### src/rtl/forth_pkg.sv
// Shared constants for the Forth core: data word width and the 3-bit
// data stack operation encodings.
package forth_pkg;

  localparam int WIDTH    = 16;
  localparam int STK_OP_W = 3;

  localparam logic [STK_OP_W-1:0] STK_NOP   = 3'b000;
  localparam logic [STK_OP_W-1:0] STK_PUSH  = 3'b001;
  localparam logic [STK_OP_W-1:0] STK_POP   = 3'b010;
  localparam logic [STK_OP_W-1:0] STK_UNARY = 3'b011;
  localparam logic [STK_OP_W-1:0] STK_BINOP = 3'b100;
  localparam logic [STK_OP_W-1:0] STK_SWAP  = 3'b101;
  localparam logic [STK_OP_W-1:0] STK_DUP   = 3'b110;
  localparam logic [STK_OP_W-1:0] STK_OVER  = 3'b111;

endpackage : forth_pkg

### src/rtl/stack_ram.sv
// Spill storage for stack entries below N: one synchronous write port and
// one asynchronous read port. Contents are deliberately left unreset.
module stack_ram #(
  parameter int WIDTH = 16,
  parameter int DEPTH = 16,
  parameter int PTR_W = 4
) (
  input  logic             clk,
  input  logic             we_i,
  input  logic [PTR_W-1:0] waddr_i,
  input  logic [WIDTH-1:0] wdata_i,
  input  logic [PTR_W-1:0] raddr_i,
  output logic [WIDTH-1:0] rdata_o
);

  logic [WIDTH-1:0] mem_q [DEPTH];

  // Write port: spill of N into the slot at the current stack pointer
  always_ff @(posedge clk) begin
    if (we_i) begin
      mem_q[waddr_i] <= wdata_i;
    end
  end

  assign rdata_o = mem_q[raddr_i];

endmodule : stack_ram

### src/rtl/data_stack.sv
// Forth data stack: T/N registers, spill RAM below N, depth counter, op decode
// and sticky overflow/underflow flags. Offending ops are suppressed entirely.
module data_stack #(
  parameter int WIDTH = forth_pkg::WIDTH,
  parameter int DEPTH = 16,
  parameter int PTR_W = 4
) (
  input  logic             clk,
  input  logic             rst_n,
  input  logic [2:0]       op,
  input  logic [WIDTH-1:0] din,
  input  logic [WIDTH-1:0] alu_res,
  input  logic             err_clr,
  output logic [WIDTH-1:0] tos,
  output logic [WIDTH-1:0] nos,
  output logic [PTR_W+1:0] depth,
  output logic             empty,
  output logic             full,
  output logic             err_ovf,
  output logic             err_unf
);

  import forth_pkg::*;

  localparam int DW = PTR_W + 2;
  localparam logic [DW-1:0]    D_ZERO  = DW'(0);
  localparam logic [DW-1:0]    D_ONE   = DW'(1);
  localparam logic [DW-1:0]    D_TWO   = DW'(2);
  localparam logic [DW-1:0]    D_THREE = DW'(3);
  localparam logic [DW-1:0]    D_MAX   = DW'(DEPTH + 2);
  localparam logic [PTR_W-1:0] P_ONE   = PTR_W'(1);

  logic [WIDTH-1:0] tos_q, tos_d;
  logic [WIDTH-1:0] nos_q, nos_d;
  logic [DW-1:0]    depth_q, depth_d;
  logic             empty_q, full_q;
  logic             ovf_q, ovf_d;
  logic             unf_q, unf_d;

  logic             has1_s, has2_s, has3_s;
  logic [DW-1:0]    sp_s;
  logic [PTR_W-1:0] waddr_s, raddr_s;
  logic [WIDTH-1:0] rdata_s;
  logic [WIDTH-1:0] fill_s;
  logic             we_s, ovf_evt_s, unf_evt_s;

  assign has1_s  = (depth_q != D_ZERO);
  assign has2_s  = (depth_q >= D_TWO);
  assign has3_s  = (depth_q >= D_THREE);
  assign sp_s    = has2_s ? (depth_q - D_TWO) : D_ZERO;
  // sp can reach DEPTH (=16) when full; its low bits minus one still address the top slot
  assign waddr_s = sp_s[PTR_W-1:0];
  assign raddr_s = sp_s[PTR_W-1:0] - P_ONE;
  assign fill_s  = has3_s ? rdata_s : nos_q;

  stack_ram #(
    .WIDTH(WIDTH),
    .DEPTH(DEPTH),
    .PTR_W(PTR_W)
  ) u_ram (
    .clk    (clk),
    .we_i   (we_s),
    .waddr_i(waddr_s),
    .wdata_i(nos_q),
    .raddr_i(raddr_s),
    .rdata_o(rdata_s)
  );

  // Op decode: next T/N/depth, spill enable and error events
  always_comb begin
    tos_d     = tos_q;
    nos_d     = nos_q;
    depth_d   = depth_q;
    we_s      = 1'b0;
    ovf_evt_s = 1'b0;
    unf_evt_s = 1'b0;
    case (op)
      STK_NOP: begin
        depth_d = depth_q;
      end
      STK_PUSH: begin
        if (full_q) begin
          ovf_evt_s = 1'b1;
        end else begin
          we_s    = has2_s;
          nos_d   = tos_q;
          tos_d   = din;
          depth_d = depth_q + D_ONE;
        end
      end
      STK_POP: begin
        if (!has1_s) begin
          unf_evt_s = 1'b1;
        end else begin
          tos_d   = nos_q;
          nos_d   = fill_s;
          depth_d = depth_q - D_ONE;
        end
      end
      STK_UNARY: begin
        if (!has1_s) begin
          unf_evt_s = 1'b1;
        end else begin
          tos_d = alu_res;
        end
      end
      STK_BINOP: begin
        if (!has2_s) begin
          unf_evt_s = 1'b1;
        end else begin
          tos_d   = alu_res;
          nos_d   = fill_s;
          depth_d = depth_q - D_ONE;
        end
      end
      STK_SWAP: begin
        if (!has2_s) begin
          unf_evt_s = 1'b1;
        end else begin
          tos_d = nos_q;
          nos_d = tos_q;
        end
      end
      STK_DUP: begin
        if (!has1_s) begin
          unf_evt_s = 1'b1;
        end else if (full_q) begin
          ovf_evt_s = 1'b1;
        end else begin
          we_s    = has2_s;
          nos_d   = tos_q;
          depth_d = depth_q + D_ONE;
        end
      end
      STK_OVER: begin
        if (!has2_s) begin
          unf_evt_s = 1'b1;
        end else if (full_q) begin
          ovf_evt_s = 1'b1;
        end else begin
          we_s    = 1'b1;
          nos_d   = tos_q;
          tos_d   = nos_q;
          depth_d = depth_q + D_ONE;
        end
      end
      default: begin
        depth_d = depth_q;
      end
    endcase
    // A fresh error in the clearing cycle wins over err_clr
    ovf_d = (ovf_q & ~err_clr) | ovf_evt_s;
    unf_d = (unf_q & ~err_clr) | unf_evt_s;
  end

  // State registers; empty/full are registered from the next depth
  always_ff @(posedge clk or negedge rst_n) begin
    if (!rst_n) begin
      tos_q   <= '0;
      nos_q   <= '0;
      depth_q <= D_ZERO;
      empty_q <= 1'b1;
      full_q  <= 1'b0;
      ovf_q   <= 1'b0;
      unf_q   <= 1'b0;
    end else begin
      tos_q   <= tos_d;
      nos_q   <= nos_d;
      depth_q <= depth_d;
      empty_q <= (depth_d == D_ZERO);
      full_q  <= (depth_d == D_MAX);
      ovf_q   <= ovf_d;
      unf_q   <= unf_d;
    end
  end

  assign tos     = tos_q;
  assign nos     = nos_q;
  assign depth   = depth_q;
  assign empty   = empty_q;
  assign full    = full_q;
  assign err_ovf = ovf_q;
  assign err_unf = unf_q;

endmodule : data_stack
### config.mk
export PLATFORM = sky130hd
export DESIGN_NAME = data_stack
export DESIGN_NICKNAME = d
export VERILOG_FILES = /design/src/rtl/forth_pkg.sv /design/src/rtl/stack_ram.sv /design/src/rtl/data_stack.sv
export SDC_FILE = /design/constraint.sdc
export NUM_CORES = 1
export LEC_CHECK = 0
export ABC_AREA = 0
export BUFFER_PORTS_ARGS = -buffer_cell sky130_fd_sc_hd__clkbuf_2
export CORE_MARGIN = 8
export CORE_UTILIZATION = 55
export CTS_BUF_LIST = sky130_fd_sc_hd__clkbuf_4
export DETAILED_ROUTE_END_ITERATION = 7
export HOLD_SLACK_MARGIN = 0.06
export PLACE_DENSITY_LB_ADDON = 0.12
export SLEW_MARGIN = 20
export SYNTH_ARGS = -nofsm -noshare
export SYNTH_HDL_FRONTEND = slang
export SYNTH_HIERARCHICAL = 1
export SYNTH_SLANG_ARGS = --single-unit
export TNS_END_PERCENT = 30
### constraint.sdc
create_clock -name clk -period 3.3 [get_ports clk]
set_input_delay 0.33 -clock clk [delete_from_list [all_inputs] [get_ports clk]]
set_output_delay 0.33 -clock clk [all_outputs]
set_load 0.02 [all_outputs]
; ---- Word level (Yosys, flattened, before mapping)
; Memories as Yosys holds them, arrays and structs flattened.
; Cells that the tools add are included.
[totals]
out_inout_bits = 42
input_bits = 38
elab_cells = 80
ram_bits = 256
regBits = 42
n_memories = 1
[mem_list]
columns = memory, depth, width, rd, rd_ports_with_merged_regs, write_ports, line_no
row1 = u_ram.mem_q, 16, 16, 1, 0, 1, stack_ram.sv:16  ; logic [WIDTH-1:0] mem_q [DEPTH];
[classes]
n_bitwise = 5
n_mux = 37
magnitude_cmp = 2
add_sub_neg = 4
n_reduce_logical = 8
eq_ne = 16
[ops]
columns = cell, n
row1 = 16-bit 2-to-1 mux, 14
row2 = 16-bit case mux with 6 select lines, 2
row3 = 6-bit 2-to-1 mux, 5
row4 = 6-bit case mux with 5 select lines, 1
row5 = 6-bit nonzero test, 3
row6 = "2-bit != test, second input constant", 8
row7 = "3-bit == test, second input constant", 4
row8 = "6-bit by 2-bit greater-or-equal comparator with 1-bit output, second input constant", 2
row9 = 1-bit 2-to-1 mux, 11
row10 = 8-bit AND reduction, 1
row11 = "6-bit by 1-bit adder with 6-bit output, second input constant", 1
row12 = "3-bit by 2-bit == test with 1-bit output, second input constant", 2
row13 = "6-bit by 5-bit == test with 1-bit output, second input constant", 1
row14 = 6-bit zero test, 1
row15 = 1-bit case mux with 3 select lines, 2
row16 = 6-bit AND reduction, 1
row17 = 3-bit OR reduction, 2
row18 = "6-bit by 1-bit subtractor with 6-bit output, second input constant", 1
row19 = 4-bit 2-to-1 mux, 1
row20 = "4-bit by 1-bit subtractor with 4-bit output, second input constant", 1
row21 = "4-bit by 2-bit subtractor with 4-bit output, second input constant", 1
row22 = "3-bit by 1-bit == test with 1-bit output, second input constant", 1
row23 = 1-bit bitwise AND, 2
row24 = 1-bit bitwise OR, 2
row25 = other kinds (2), 2

; ---- Depth between registers and ports, before layout
; Gate-level depths: netlist (run 1).
; An unclocked memory read counts as a cell.
[logic_depth]
depth_word = 7
ltp_mapped = 18
mapped_depth_nobuf = 14

; ---- Modules after synthesis
; Netlist (run 1), hierarchy kept.
[by_module_without_submodules]
columns = mod, n_inst, cells_per_inst, seq_area_each_um2, area_each_um2
row1 = stack_ram, 1, 416, 7687.4, 9721.8
row2 = data_stack, 1, 367, 1052.3, 3248.1

; ---- Worst setup path after synthesis (run 1)
; Ideal clock, no wire load.
[synth_timing]
path_kind = register -> register
start = register depth_q[0], in the netlist depth[0]
end = memory u_ram.mem_q[0][0] (enable)
setup_time_ns = 0.409
arrival_time_ns = 3.358
setup_slack_ns = -0.467
path_buffers = 2
path_stages_with_launch = 10
required_time_ns = 2.891
synth_period_minus_slack_ns = 3.767
cell_sequence = dfrtp_1 > clkbuf_1 > inv_1 > ha_1 > or2_1 > clkbuf_1 > nor2_4 > nor2_1 > or3b_2 > nor3_1
[synth_between]
word_cells_on_any_way = 10
cone_classes = 1 x add/sub / 1 x order compare / 7 x mux / 1 x reduce/logical
[synth_lines]
columns = element, line_no
row1 = "start, declared", data_stack.sv:35  ; logic [DW-1:0] depth_q, depth_d;
row2 = "start signal, assigned", data_stack.sv:169  ; depth_q <= depth_d;
row3 = 6-bit by 2-bit greater-or-equal comparator with 1-bit output or 4-bit by 2-bit subtractor with 4-bit output (tied branches), "data_stack.sv:48, data_stack.sv:50"
row4 = 4-bit 2-to-1 mux (*), data_stack.sv:50  ; assign sp_s = has2_s ? (depth_q - D_TWO) : D_ZERO;
row5 = net sp_s[2], data_stack.sv:41  ; logic [DW-1:0] sp_s;
row6 = "end, declared", stack_ram.sv:16
; Mark *: on every way through the listed nets, which the timed path passes. The rest lies on a longest branch.

; ---- Worst setup path in the final report (run 1)
[layout_timing]
start = register depth_q[4], in the netlist depth[4]
end = register nos_q[10], in the netlist nos[10]
[layout_between]
elab_chain_len = 7
word_cells_on_any_way = 16
cone_classes = 1 x add/sub / 2 x order compare / 5 x eq/ne / 5 x mux / 2 x reduce/logical / 1 x memory
[layout_rtl]
columns = element, line_no
row1 = 6-bit by 2-bit greater-or-equal comparator with 1-bit output (*), data_stack.sv:48  ; assign has2_s = (depth_q >= D_TWO);
row2 = 4-bit 2-to-1 mux (*), data_stack.sv:50
row3 = net sp_s[0], data_stack.sv:41
row4 = 4-bit by 1-bit subtractor with 4-bit output (*), data_stack.sv:53  ; assign raddr_s = sp_s[PTR_W-1:0] - P_ONE;
row5 = net raddr_s[0], data_stack.sv:42  ; logic [PTR_W-1:0] waddr_s, raddr_s;
row6 = memory 16 x 16 bit (*), --
row7 = 16-bit 2-to-1 mux (*), data_stack.sv:54  ; assign fill_s = has3_s ? rdata_s : nos_q;
row8 = net fill_s[10], data_stack.sv:44  ; logic [WIDTH-1:0] fill_s;
row9 = "16-bit 2-to-1 mux, on equally long branches", "data_stack.sv:108, data_stack.sv:92"
row10 = 16-bit case mux with 6 select lines (*), data_stack.sv:77  ; case (op)
row11 = "end signal, assigned", data_stack.sv:168  ; nos_q <= nos_d;
row12 = "end, declared", data_stack.sv:34  ; logic [WIDTH-1:0] nos_q, nos_d;
; Mark *: on every way through the listed nets, which the timed path passes. The rest lies on a longest branch. The select of a mux whose other input is x is not followed.
; A chain may end at the register's enable or synchronous reset.

==> results of run 1 <==
-- timing repair --
action	4_1_cts	5_1_grt
gates resized for setup	0	9
endpoints found under the hold margin	35	0
hold buffers	18	0
endpoints found under the setup margin	0	13
-- registers in the layout, indices dropped and copies added, names as in the netlist --
name         cells
err_ovf          1
depth            6
tos             16
err_unf          1
nos             16
u_ram/mem_q    256
empty            1
full             1
-- worst max-delay path by stage --
stage | start | end | slack, ns | cells past startpoint
after floorplan | depth[0]$_DFF_PN0_ | u_ram/mem_q[12][0]$_DFFE_PP_ | -0.02 | 9
after global placement | depth[4]$_DFF_PN0_ | nos[7]$_DFFE_PN0P_ | 0.12 | 13
after detailed placement | depth[4]$_DFF_PN0_ | nos[12]$_DFFE_PN0P_ | 0.07 | 13
after CTS | depth[4]$_DFF_PN0_ | nos[4]$_DFFE_PN0P_ | 0.07 | 13
after global routing | depth[4]$_DFF_PN0_ | nos[8]$_DFFE_PN0P_ | 0.004 | 12
final | depth[4]$_DFF_PN0_ | nos[10]$_DFFE_PN0P_ | 0.14 | 13
-- placed cells by master, fill, tap and decap left out, types with 4 or more instances in the layout --
cell type,synthesis,final
mux2i_1,33,33
buf_4,3,41
a22oi_2,0,4
edfxtp_1,256,256
mux4_2,54,54
a22oi_1,48,44
mux2_2,16,16
clkbuf_4,0,118
inv_1,12,10
mux4_1,10,10
nand2b_1,6,6
clkbuf_2,0,79
nor2b_1,6,5
a21oi_2,4,4
a22o_1,16,16
xnor2_1,4,4
o21ai_0,40,40
buf_12,0,7
nand2_1,40,40
dfrtp_1,41,40
clkinv_1,0,15
nor2_1,45,43
a21oi_1,23,23
nor3_2,0,4
dlygate4sd3_1,0,18
ha_1,9,8
-- power groups by stage --
stage               registers [uW]  clock network, uW  logic (uW)
floorplan                     5930                  0        4560
global placement              5900                  0        7190
detailed placement            5970                  0        7320
CTS                           5900               3220        7360
global route                  6000               3420        8210
finish                        5910               3140        7700
-- critical path, stage by stage, from the launching register on --
cell	delay (ns)
dfrtp_1	0.38
or4_4	0.60
nor2_4	0.11
inv_1	0.06
ha_2	0.19
clkinv_2	0.11
ha_1	0.28
clkinv_4	0.14
buf_12	0.18
mux4_1	0.32
a22oi_1	0.33
nand2_1	0.09
mux2i_1	0.13
o21ai_0	0.10
-- per-stage QoR --
stage	util	hold slack, ns	cell area (um2)	TNS [ns]
global placement	0.601	0.380	14000	0
CTS	0.652	0.0702	15200	0
detailed placement	0.601	0.380	14000	0
floorplan	-	0.0344	13000	-0.805
global route	0.656	0.100	15300	0
finish	0.656	0.143	15300	0
-- routing by layer --
| layer | up-vias | routed length (um) |
|---|---|---|
| met1 | 4069 | 14200 |
| met3 | 32 | 2710 |
| met2 | 367 | 14900 |
| met5 | - | 0 |
| li1 | 3565 | - |
| met4 | 0 | 413 |
-- cells by family (layout without fill, tap and decap cells) --
group / Yosys count / count (layout) / synth area share
xor gates and xnor gates: 6 / 6 / 0.00405
buffers and inverters: 60 / 299 / 0.0219
muxes: 113 / 113 / 0.153
adders and majority gates: 9 / 9 / 0.00868
and+or+nand+nor: 131 / 131 / 0.0496
DFF: 298 / 298 / 0.674
other: 0 / 1 / 0
AOI/OAI and AO/OA: 166 / 166 / 0.0886
-- area by class of cell --
| type | count | area, um2 | area share |
|---|---|---|---|
| multi-input cells | 425 | 4010 | 0.262 |
| clock inverters | 21 | 119 | 0.00777 |
| clock buffers | 118 | 886 | 0.0579 |
| well taps | 319 | 399 | 0.0261 |
| flip-flops and latches | 298 | 8740 | 0.571 |
| repair buffers | 148 | 1100 | 0.0719 |
| inverters | 12 | 51.3 | 0.00335 |
| diodes | 1 | 2.50 | 0.000164 |
==> results.tsv, run 1 <==
stage	metric	value	unit
run_status	status	finished, final reports clean	
route	routed_wl	32.2	mm
final_layout	drive_gt1_frac	0.351	
logic_synthesis	async_flop_share	0.141	
floorplan	floorplan.die.width	170	um
logic_synthesis	synth_area	0.0130	mm2
final_layout	fin_nets	1008	
run	maxCapViolCount	0	
route	drt_first_pass_iters	5	
grt	top_usage_layer	met2	
route	ant_nets	0	
logic_synthesis	syn_area_per_cell	16.6	um2
power_and_ir_drop	vdd_drop_max	983	uV
placed_design	hpwl	20.0	mm
timing	finalSetupViolations	0	
timing	skew	0.0503	ns
timing	finalHoldViolCount	0	
grt	grt_max_degree	50	
critical_path	required	3.83	ns
logic_synthesis	synthMostInstantiatedCell	edfxtp_1	
route	vias	8033	
logic_synthesis	synth_top_cell_area_share	0.593	
power_and_ir_drop	comb_power_share	0.460	
floorplan	num_rows	56	
grt	antenna_found_initial	1	
clock_network	clockBufferDepth	3	
floorplan	die_h	170	um
power_and_ir_drop	total_power	16800	uW
logic_synthesis	ys_top_cells_by_area	edfxtp_1 59%, mux4_2 9.4%, dfrtp_1 7.9%, a22oi_1 2.8%, mux2i_1 2.5%	
worst_hold_path	min_path_type	input pin to flip-flop	
clock_network	cts_buffers	76	
grt	met1_usage	0.328	
logic_synthesis	yosysSeqAreaShare	0.674	
logic_synthesis	yosys_register_bits	298	
timing	min_period	3.16	ns
timing	layout_setup_ws	0.136	ns
final_layout	finalNonFillerCells	1342	
clock_network	cts_setup_buffers	0	
logic_synthesis	syn_nets	830	
power_and_ir_drop	p_clk_frac	0.188	
critical_path	cp_max_fo	17	
power_and_ir_drop	p_seq_frac	0.353	
clock_network	htree_levels	3	
route	dr.first_iter.drc_count	816	
clock_network	clockRootBuffer	clkbuf_4	
floorplan	io_pins	80	
logic_synthesis	synthFlopType	edfxtp_1	
logic_synthesis	synthDistinctLibCells	65	
grt	grt_pass1_wl	48.8	mm
placed_design	dp_cells	1182	
critical_path	rr_worst_depth	13	
route	avgViaCountPerCell	5.99	
power_and_ir_drop	netSwitchingFraction	0.389	
timing	period_share	0.959	
final_layout	n_fill_cell	1643	
grt	gr-usage-met3	0.0514	
floorplan	initial_utilization	0.556	
critical_path	critPathKind	flip-flop to flip-flop	
timing	maxSlewViolCount	0	
clock_network	cts_tree	done	
final_layout	area.growth.synth_to_final	18.0	%
route	routedWlPerCell	24.0	um
logic_synthesis	yosysWarningCount	6	
timing	worst_pin_slew	0.822	ns
clock_network	insertion_delay	0.69	ns
logic_synthesis	synth_cells	783	
critical_path	cp-start-kind	flip-flop	
grt	grt_pass1_vias	8242	
route	drc_errors	0	
grt	grt_overflow	0	
worst_hold_path	hold_path_end	tos[6]$_DFFE_PN0P_	
floorplan	core	0.0233	mm2
critical_path	regToRegEndpoint	nos[10]$_DFFE_PN0P_	
floorplan	dieArea	0.0288	mm2
clock_network	clkTransAtPathRegs	0.06	ns
power_and_ir_drop	p_per_area	1100	mW/mm2
logic_synthesis	synth_top_cell_by_area	edfxtp_1	
timing	rsz0062_at_grt	false	
critical_path	worstPathArrival	3.70	ns
critical_path	rrSetupSlack	0.14	ns
power_and_ir_drop	p_leak	0.00562	uW
grt	met2_usage	0.343	
power_and_ir_drop	power.switching	6520	uW
worst_hold_path	whs_path_depth	5	
grt	grtUsageTotal	0.228	
logic_synthesis	synth_top_cells_by_count	256 x edfxtp_1, 54 x mux4_2, 48 x a22oi_1	
power_and_ir_drop	p_int	10200	uW
critical_path	rr_startpoint	depth[4]$_DFF_PN0_	
timing	clock.fmax	316	MHz
placed_design	place_ws	0.0718	ns
critical_path	end_kind	flip-flop	
timing	slew_headroom	0.452	
clock_network	cts.sinks	298	
worst_hold_path	worstHoldStart	alu_res[6]	
placed_design	gp_congestion	0.872	
logic_synthesis	synth_edf_count	256	
placed_design	port_buffers	79	
No activity file was read; power rests on OpenSTA's default activity.
==> inputs of run 2 (changes only) <==
- clock period: 3.3 -> 2.9 ns (I/O delays scaled with it)
==> results.tsv, run 2 (same netlist as run 1, synthesis figures left out) <==
stage	metric	value	unit	change
final_layout	largest_reg_flops	256		unchanged
critical_path	worstPathArrival	3.52	ns	-0.18 ns
timing	rsz0062_at_grt	true		
clock_network	cts.sinks	298		unchanged
critical_path	cp-start-kind	flip-flop		
worst_hold_path	whs_path_depth	5		unchanged
timing	skew	0.0497	ns	-0.000611 ns
route	dr.first_iter.drc_count	870		+6.6%
grt	grtUsageTotal	0.237		+0.00939
route	drc_errors	0		unchanged
power_and_ir_drop	p_leak	0.00588	uW	+4.7%
power_and_ir_drop	p_per_area	1310	mW/mm2	+20%
grt	grt_pass1_vias	8742		+6.1%
critical_path	critPathKind	flip-flop to flip-flop		
floorplan	dieArea	0.0288	mm2	unchanged
run_status	violations	setup timing		
grt	grt_pass1_wl	51.1	mm	+4.7%
floorplan	num_rows	56		unchanged
placed_design	hpwl	21.1	mm	+5.8%
clock_network	clockBufferDepth	3		unchanged
critical_path	slowest_delay	0.56	ns	-0.04 ns
route	routed_wl	33.4	mm	+3.8%
floorplan	die_h	170	um	unchanged
clock_network	cts_tree	done		
timing	worst_pin_slew	0.782	ns	-0.0398 ns
final_layout	drive_gt1_frac	0.402		+0.0512
power_and_ir_drop	vdd_drop_max	1050	uV	+6.7%
critical_path	cp_max_fo	5		-12
timing	slew_headroom	0.478		+0.0260
grt	grt_overflow	0		unchanged
critical_path	cp_cell_sequence	or4_4 > nor2_4 > inv_2 > ha_4 > inv_6 > buf_6 > bufbuf_16 > buf_4 > mux4_2 > a22oi_2 > nand2_1 > mux2i_1 > o21ai_1		
timing	finalSetupViolations	8		+8
final_layout	final_util	0.686		+0.0297
final_layout	area.growth.synth_to_final	23.3	%	
critical_path	slowest_stage	or4_4		
floorplan	floorplan.die.width	170	um	unchanged
worst_hold_path	min_path_type	input pin to flip-flop		
route	routedWlPerCell	24.1	um	+0.48%
power_and_ir_drop	total_power	21000	uW	+25%
timing	min_period	2.96	ns	-0.202 ns
timing	tns	-0.297	ns	-0.297 ns
final_layout	layout_commonest_cell	edfxtp_1		
clock_network	htree_levels	3		unchanged
timing	layout_setup_ws	-0.0626	ns	-0.198 ns
final_layout	fin_nets	1059		+5.1%
route	avgViaCountPerCell	6.12		+2.2%
final_layout	layout_common_cells	256 x edfxtp_1, 105 x clkbuf_4, 79 x clkbuf_2, 67 x buf_4, 61 x mux4_2		
placed_design	dpl-instance-area	0.0144	mm2	+2.5%
clock_network	clkTransAtPathRegs	0.07	ns	about the same
grt	grt_max_degree	49		-2.0%
placed_design	port_buffers	79		unchanged
floorplan	initial_utilization	0.556		unchanged
grt	antenna_found_initial	1		unchanged
timing	finalHoldViolCount	0		unchanged
run	maxCapViolCount	0		unchanged
route	ant_nets	0		unchanged
run_status	status	finished, violations left		
floorplan	core	0.0233	mm2	unchanged
route	drt_first_pass_iters	5		unchanged
final_layout	finalNonFillerCells	1386		+3.3%
clock_network	clockRootBuffer	clkbuf_4		
timing	maxSlewViolCount	0		unchanged
timing	period_share	1.02		+0.0627
critical_path	required	3.46	ns	-0.37 ns
floorplan	io_pins	80		unchanged
timing	clock.fmax	338	MHz	+6.8%
final_layout	regMostFlops	u_ram/mem_q		
placed_design	gp_congestion	0.897		+2.8%
clock_network	cts_buffers	76		unchanged
critical_path	end_kind	flip-flop		
final_layout	design_area	0.0160	mm2	+4.5%
critical_path	rr_worst_depth	13		unchanged
placed_design	dp_cells	1213		+2.6%
route	vias	8480		+5.6%
clock_network	insertion_delay	0.68	ns	about the same
[run 2: changes by cell type in the layout (fill, tap and decap cells not counted), sizes merged, moves of 2 or more]
cell | previous run | this run
buf | 49 | 95
clkbuf | 199 | 184
dlygate4sd3 | 18 | 23
bufbuf | 0 | 2
clkinv | 19 | 21
clkinvlp | 1 | 3
[run 2: repair_timing]
| action | 4_1_cts | 5_1_grt |
|---|---|---|
| cloned | 4 | 0 |
| endpoints found under the hold margin | 50 | 0 |
| gates resized for setup | 30 | 25 |
| endpoints found under the setup margin | 15 | 106 |
| hold buffers | 23 | 0 |
| pin swaps | 11 | 6 |
| buffers inserted | 11 | 3 |
[run 2: final cells by class]
cell class | count | area (um2)
clock buffer | 105 | 788
timing repair buffer | 199 | 1710
clock inverter | 27 | 170
sequential | 298 | 8740
multi-input combinational | 425 | 4130
antenna | 1 | 2.50
fill | 1587 | 7330
tap | 319 | 399
inverter | 12 | 55.1
[run 2: worst max-delay path: cells and delay by family (launching register included)]
kind                       cells  cell delay (ns)
AOI/OAI and AO/OA              2             0.26
adders and majority gates      1             0.18
buffers and inverters          5             0.63
DFF                            1             0.38
muxes                          2             0.65
and+or+nand+nor                3             0.77
[run 2: worst paths after layout]
check	slack [ns]	to	start
max	-0.06	nos[6]$_DFFE_PN0P_	depth[2]$_DFF_PN0_
min	0.12	tos[10]$_DFFE_PN0P_	alu_res[10]
max reg2reg	-0.06	nos[6]$_DFFE_PN0P_	depth[2]$_DFF_PN0_
min reg2reg	0.56	err_ovf$_DFF_PN0_	err_ovf$_DFF_PN0_
max in group asynchronous	1.17	depth[0]$_DFF_PN0_	rst_n
min in group asynchronous	0.60	depth[4]$_DFF_PN0_	rst_n
[run 2: stage by stage]
| stage | setup WS, ns | hold WS (ns) |
|---|---|---|
| floorplan | -0.173 | -0.00559 |
| global placement | -0.174 | 0.231 |
| detailed placement | -0.166 | 0.234 |
| CTS | -0.0625 | 0.0655 |
| global route | -0.155 | 0.115 |
| finish | -0.0626 | 0.123 |
[run 2: report_power, final]
group          internal (uW)  switching (uW)  total [uW]
clock                   1860            1630        3490
sequential              5830             702        6540
combinational           5260            5690       11000
[run 2: layer usage]
metal,GRT usage,up-vias,wire length [um]
met1,0.324,4272,13900
met3,0.0635,74,3260
met2,0.365,471,15500
met5,0,-,0
li1,-,3663,-
met4,0.0827,0,763
